## src/rtl/vdp_sprite_meta_pkg.sv

```systemverilog
// Shared types for the sprite metadata writer: block codes, host address fields, drain FSM states.
package vdp_sprite_meta_pkg;

    typedef enum logic [1:0] {
        BLK_X    = 2'd0,
        BLK_Y    = 2'd1,
        BLK_G    = 2'd2,
        BLK_RSVD = 2'd3
    } blk_e;

    localparam int ADDR_BLK_MSB = 6;
    localparam int ADDR_BLK_LSB = 5;
    localparam int ADDR_IDX_MSB = 4;
    localparam int ADDR_IDX_LSB = 0;

    typedef enum logic [1:0] {
        ST_IDLE  = 2'd0,
        ST_DRAIN = 2'd1,
        ST_FLUSH = 2'd2
    } state_e;

    typedef struct packed {
        blk_e        blk;
        logic [4:0]  idx;
        logic [15:0] data;
    } meta_entry_t;

    function automatic logic [2:0] blk_onehot(input blk_e blk);
        case (blk)
            BLK_X:   blk_onehot = 3'b001;
            BLK_Y:   blk_onehot = 3'b010;
            BLK_G:   blk_onehot = 3'b100;
            default: blk_onehot = 3'b000;
        endcase
    endfunction

endpackage

```

## src/rtl/vdp_meta_fifo.sv

```systemverilog
// Synchronous write queue with async active-low reset, single-cycle flush and occupancy output.
module vdp_meta_fifo #(
    parameter  int DEPTH = 4,
    parameter  int WIDTH = 23,
    localparam int AW    = $clog2(DEPTH),
    localparam int LW    = AW + 1
) (
    input  logic             clk,
    input  logic             reset_n,
    input  logic             push_i,
    input  logic             pop_i,
    input  logic             flush_i,
    input  logic [WIDTH-1:0] wr_data_i,
    output logic [WIDTH-1:0] rd_data_o,
    output logic [LW-1:0]    level_o,
    output logic             empty_o,
    output logic             full_o
);

    logic [WIDTH-1:0] mem_q [DEPTH];
    logic [AW-1:0]    wr_ptr_q, wr_ptr_d;
    logic [AW-1:0]    rd_ptr_q, rd_ptr_d;
    logic [LW-1:0]    level_q, level_d;
    logic             do_push, do_pop;

    assign empty_o   = (level_q == '0);
    assign full_o    = (level_q == LW'(DEPTH));
    assign do_push   = push_i && !full_o && !flush_i;
    assign do_pop    = pop_i && !empty_o && !flush_i;
    assign rd_data_o = mem_q[rd_ptr_q];
    assign level_o   = level_q;

    // Power-of-two depth lets the pointers wrap by plain overflow.
    always_comb begin
        wr_ptr_d = wr_ptr_q;
        rd_ptr_d = rd_ptr_q;
        level_d  = level_q;
        if (flush_i) begin
            wr_ptr_d = '0;
            rd_ptr_d = '0;
            level_d  = '0;
        end else begin
            if (do_push) wr_ptr_d = wr_ptr_q + AW'(1);
            if (do_pop)  rd_ptr_d = rd_ptr_q + AW'(1);
            case ({do_push, do_pop})
                2'b10:   level_d = level_q + LW'(1);
                2'b01:   level_d = level_q - LW'(1);
                default: level_d = level_q;
            endcase
        end
    end

    always_ff @(posedge clk or negedge reset_n) begin
        if (!reset_n) begin
            wr_ptr_q <= '0;
            rd_ptr_q <= '0;
            level_q  <= '0;
        end else begin
            wr_ptr_q <= wr_ptr_d;
            rd_ptr_q <= rd_ptr_d;
            level_q  <= level_d;
        end
    end

    always_ff @(posedge clk) begin
        if (do_push) mem_q[wr_ptr_q] <= wr_data_i;
    end

endmodule

```

## src/rtl/vdp_sprite_meta_writer.sv

```systemverilog
// Queues host sprite-attribute writes and drains them into the sprite RAMs during the commit window.
// Define VDP_SPRITE_META_BYPASS_EN to let a write into an empty queue go straight to the outputs.
//
// state    | meaning
// ST_IDLE  | waiting for commit_window with queued entries
// ST_DRAIN | popping one entry per cycle while the window is open
// ST_FLUSH | one-cycle discard of all queued writes
module vdp_sprite_meta_writer
    import vdp_sprite_meta_pkg::*;
#(
    parameter int SPRITES_TOTAL = 31,
    parameter int FIFO_DEPTH    = 4
) (
    input  logic                        clk,
    input  logic                        reset_n,
    input  logic                        host_valid,
    output logic                        host_ready,
    input  logic [6:0]                  host_address,
    input  logic [15:0]                 host_write_data,
    input  logic                        commit_window,
    input  logic                        flush,
    input  logic                        clear_error,
    output logic [4:0]                  meta_address,
    output logic [15:0]                 meta_write_data,
    output logic [2:0]                  meta_block_select,
    output logic                        meta_we,
    output logic [$clog2(FIFO_DEPTH):0] fifo_level,
    output logic                        addr_error
);

    localparam int LW = $clog2(FIFO_DEPTH) + 1;

    state_e      state_q, state_d;
    meta_entry_t req_entry, rd_entry;
    logic        req_bad, handshake, push, pop, bypass;
    logic        fifo_empty, fifo_full;
    logic [LW-1:0] level;

    logic        meta_we_q;
    logic [4:0]  meta_addr_q;
    logic [15:0] meta_data_q;
    logic [2:0]  meta_sel_q;
    logic        addr_error_q;

    assign req_entry.blk  = blk_e'(host_address[ADDR_BLK_MSB:ADDR_BLK_LSB]);
    assign req_entry.idx  = host_address[ADDR_IDX_MSB:ADDR_IDX_LSB];
    assign req_entry.data = host_write_data;

    assign req_bad   = (req_entry.blk == BLK_RSVD) || (32'(req_entry.idx) >= SPRITES_TOTAL);
    // Gating with reset_n keeps ready low for the whole reset, not just until the next edge.
    assign host_ready = reset_n && !fifo_full && !flush;
    assign handshake  = host_valid && host_ready;

    assign pop = (state_q != ST_FLUSH) && commit_window && !fifo_empty && !flush;

`ifdef VDP_SPRITE_META_BYPASS_EN
    assign bypass = handshake && !req_bad && fifo_empty && commit_window && !flush;
`else
    assign bypass = 1'b0;
`endif
    assign push = handshake && !req_bad && !bypass;

    vdp_meta_fifo #(
        .DEPTH (FIFO_DEPTH),
        .WIDTH ($bits(meta_entry_t))
    ) u_fifo (
        .clk       (clk),
        .reset_n   (reset_n),
        .push_i    (push),
        .pop_i     (pop),
        .flush_i   (flush),
        .wr_data_i (req_entry),
        .rd_data_o (rd_entry),
        .level_o   (level),
        .empty_o   (fifo_empty),
        .full_o    (fifo_full)
    );

    always_comb begin
        state_d = state_q;
        case (state_q)
            ST_IDLE:  if (commit_window && !fifo_empty) state_d = ST_DRAIN;
            ST_DRAIN: if (!commit_window || fifo_empty) state_d = ST_IDLE;
            ST_FLUSH: state_d = ST_IDLE;
            default:  state_d = ST_IDLE;
        endcase
        if (flush) state_d = ST_FLUSH;
    end

    always_ff @(posedge clk or negedge reset_n) begin
        if (!reset_n) begin
            state_q <= ST_IDLE;
        end else begin
            state_q <= state_d;
        end
    end

    always_ff @(posedge clk or negedge reset_n) begin
        if (!reset_n) begin
            meta_we_q   <= 1'b0;
            meta_addr_q <= '0;
            meta_data_q <= '0;
            meta_sel_q  <= '0;
        end else begin
            meta_we_q <= pop || bypass;
            if (pop) begin
                meta_addr_q <= rd_entry.idx;
                meta_data_q <= rd_entry.data;
                meta_sel_q  <= blk_onehot(rd_entry.blk);
            end else if (bypass) begin
                meta_addr_q <= req_entry.idx;
                meta_data_q <= req_entry.data;
                meta_sel_q  <= blk_onehot(req_entry.blk);
            end
        end
    end

    // A clear in the same cycle as a dropped request wins.
    always_ff @(posedge clk or negedge reset_n) begin
        if (!reset_n) begin
            addr_error_q <= 1'b0;
        end else if (clear_error) begin
            addr_error_q <= 1'b0;
        end else if (handshake && req_bad) begin
            addr_error_q <= 1'b1;
        end
    end

    assign meta_we           = meta_we_q;
    assign meta_address      = meta_addr_q;
    assign meta_write_data   = meta_data_q;
    assign meta_block_select = meta_sel_q;
    assign fifo_level        = level;
    assign addr_error        = addr_error_q;

endmodule

```

## config.mk

```make
export PLATFORM = sky130hd
export DESIGN_NAME = vdp_sprite_meta_writer
export DESIGN_NICKNAME = d
export VERILOG_FILES = /design/src/rtl/vdp_sprite_meta_pkg.sv /design/src/rtl/vdp_meta_fifo.sv /design/src/rtl/vdp_sprite_meta_writer.sv
export SDC_FILE = /design/constraint.sdc
export NUM_CORES = 1
export LEC_CHECK = 0
export ABC_AREA = 1
export BUFFER_PORTS_ARGS = -buffer_cell sky130_fd_sc_hd__buf_2
export CORE_MARGIN = 2
export CORE_UTILIZATION = 55
export CTS_CLUSTER_DIAMETER = 120
export DETAILED_ROUTE_END_ITERATION = 16
export PLACE_DENSITY = 0.85
export SLEW_MARGIN = 5
export SYNTH_ARGS = -nofsm -noshare
export SYNTH_HDL_FRONTEND = slang
export SYNTH_SLANG_ARGS = --single-unit
```

## constraint.sdc

```tcl
create_clock -name clk -period 6.7 [get_ports clk]
set_clock_uncertainty 0.15 [all_clocks]
set_input_delay 0.335 -clock clk [delete_from_list [all_inputs] [get_ports clk]]
set_output_delay 0.335 -clock clk [all_outputs]
set_load 0.01 [all_outputs]
```

==> flow_summary.ini <==
[timing]
max_slew_margin = 0.4047
setup_viol = 0
period_needed_ps = 3140
tightest_slew_ps = 892.9
drv_slew = 0
rsz0062_at_grt = no
setup_tns_ps = 0
finalHoldViolCount = 0
max_clock_freq_ghz = 0.3185
period_share = 0.4686

[synth]
synth_xor_area_frac = 0.001754
avgSynthCellArea_um2 = 12.09
synth_compound_area_frac = 0.08145
syn_nets = 447
yosys.area_share.simple = 0.1373
ys_seq_area_frac = 0.7288
syn-cell-area_um2 = 4992
synth_cells = 413
synth_top_family_by_area = simple AND/OR/NAND/NOR gates
ys_warn_count = 0
synthDistinctLibCells = 23
synth.area.mux_share = 0
synthAdderAreaFrac = 0.01404
ys_ff_latch = 127

[min_path]
hold_path_class = input port to register
whs_path_depth = 5

[clocking]
cts_resized = 0
htreeDepth = 4
path_clk_slew_ps = 50
cts_tree = done
cts.sinks = 127
cts_buffer_depth = 2
cts_inserted_buffers = 17
holdBufCountCts = 27
insertion_delay_ps = 520
post-cts-setup-buffers = 0
cts-root-buf = clkbuf_8

[detailed_routing]
drt_first_iter_violations = 341
vias_per_cell = 5.549
post_drt_wl_per_cell_um = 17.60
top_layer = met4
vias = 3457
antenna_left = 0
first_pass_iters = 7
finalWirelength_um = 10960
drc = 0
wl_met1_um = 4260
route.met3.wl_um = 730
wl_met2_um = 5824

[cells_and_area]
area_growth_pct = 24.29
fill_cells = 583
diodes = 0
nets = 536
utilization = 0.7080
drive_above_1_share = 0.2000

[floorplan]
std_cell_rows = 34
start_util = 0.5697
die_w_um = 99.27
fp.dieArea_um2 = 9855
num_io_pins = 59
die_h_um = 99.27
coreArea_um2 = 8763

[pwr]
p_per_area_nw_per_um2 = 309.7
power_leakage_nw = 2.619
vdd_drop_max_v = 0.0001976

[global_routing]
track_usage = 0.2391
grt_pass1_wl_um = 17650
antenna_found_initial = 0
grt_max_degree = 49
overflow = 0
grt_pass1_vias = 3591

[worst_setup_path]
path_class = register to register
crit_required_ps = 6950
endpoint_kind = register
start_kind = register
r2r_slack_ps = 3560
crit_arrival_ps = 3390
rr_worst_depth = 13
critPathMaxFanout = 29

[placed_design]
place_congestion = 0.7502
hpwl_um = 5865
port_buffers = 58

[job]
drv_cap = 0

[status]
status = completed
## kinds of logic after synthesis
kind of cell    after synthesis
buf+inv                      42
simple gates                164
fa+ha+maj                     5
compound gates               74
xor+xnor                      1
flops                       127
## final cells by class
class	count	area, µm²	area share
Clock inverter	6	53.80	0.008671
Tap cell	108	135.1	0.02178
Timing Repair Buffer	90	598.1	0.09639
Clock buffer	26	509.2	0.08207
Multi-Input combinational cell	244	1186	0.1912
Inverter	22	83.83	0.01351
Sequential cell	127	3638	0.5864
## metal layers
layer / vias to the layer above / track usage
met5: - / 0
met4: 0 / 0.1012
met3: 15 / 0.06395
met2: 156 / 0.4054
met1: 1680 / 0.2913
li1: 1606 / -
## Yosys cell counts (all sizes together)
master	number	share of area
nand2	95	0.074
edfxtp	92	0.55
nor2	51	0.040
o21ai	47	0.047
dfrtp	35	0.18
inv	21	0.016
o22ai	21	0.026
nand3	17	0.019
buf	12	0.014
clkbuf	8	0.0060
a21oi	5	0.0065
ha	4	0.010
clkinv	1	0.0010
fa	1	0.0040
nand3b	1	0.0040
o31ai	1	0.0015
xnor2	1	0.0018
## through the flow
| stage | total power [mW] | setup slack, ps | cell area [µm²] | instances | hold WS (ps) |
|---|---|---|---|---|---|
| 2_1_floorplan | 0.9891 | 4190 | 4992 | 413 | -110.6 |
| 3_3_place_gp | 1.052 | 3591 | 5366 | 564 | 283.1 |
| 3_5_place_dp | 1.059 | 3480 | 5366 | 564 | 297.5 |
| 4_1_cts | 1.929 | 3445 | 6200 | 623 | 74.31 |
| 5_1_grt | 1.988 | 3290 | 6205 | 623 | 97.43 |
| 6_report | 1.922 | 3560 | 6205 | 623 | 95.06 |
## final timing paths
path | start | to
max | u_fifo.level_o[0]$_DFFE_PN0P_ | u_fifo.level_o[2]$_DFFE_PN0P_
min | host_valid | u_fifo.wr_ptr_q[1]$_DFFE_PN0P_
max reg2reg | u_fifo.level_o[0]$_DFFE_PN0P_ | u_fifo.level_o[2]$_DFFE_PN0P_
min reg2reg | state_q[1]$_DFFE_PN0P_ | state_q[0]$_DFFE_PN0P_
max in group asynchronous | reset_n | meta_write_data[10]$_DFFE_PN0N_
min in group asynchronous | reset_n | meta_write_data[0]$_DFFE_PN0N_
## cell usage in the layout (no fill, tap or decap), drive strengths merged
master	n
nand2	95
edfxtp	92
buf	63
nor2	51
o21ai	47
dfrtp	35
dlygate4sd3	27
clkbuf	26
inv	21
o22ai	21
nand3	17
clkinv	6
a21oi	5
ha	4
nand3b	1
o31ai	1
xnor2	1
fa	1
bufinv	1
## where the power goes
group / internal [mW] / switching (mW) / leakage [nW]
registers: 0.886 / 0.0224 / 1.30
clock network: 0.550 / 0.314 / 0.282
logic: 0.0624 / 0.0867 / 1.04
total: 1.50 / 0.423 / 2.62
## sequential cells by signal, indices dropped and copies added (netlist names)
| name | cells |
|---|---|
| u_fifo.mem_q | 92 |
| meta_write_data | 16 |
| meta_address | 5 |
| meta_block_select | 3 |
| u_fifo.level_o | 3 |
| state_q | 2 |
| u_fifo.rd_ptr_q | 2 |
| u_fifo.wr_ptr_q | 2 |
| addr_error | 1 |
| meta_we | 1 |
## worst max-delay path: stages, from the launching register on
cell and delay [ps]:
dfrtp_1 420, inv_1 150, nand3b_4 110, nand3_2 470, clkinv_2 540, nand2_4 250
inv_1 70, fa_1 380, xnor2_1 220, inv_1 60, nand2_1 60, nand2_1 40
nand2_1 60, nand2_1 50
No activity file was read; power rests on OpenSTA's default activity.
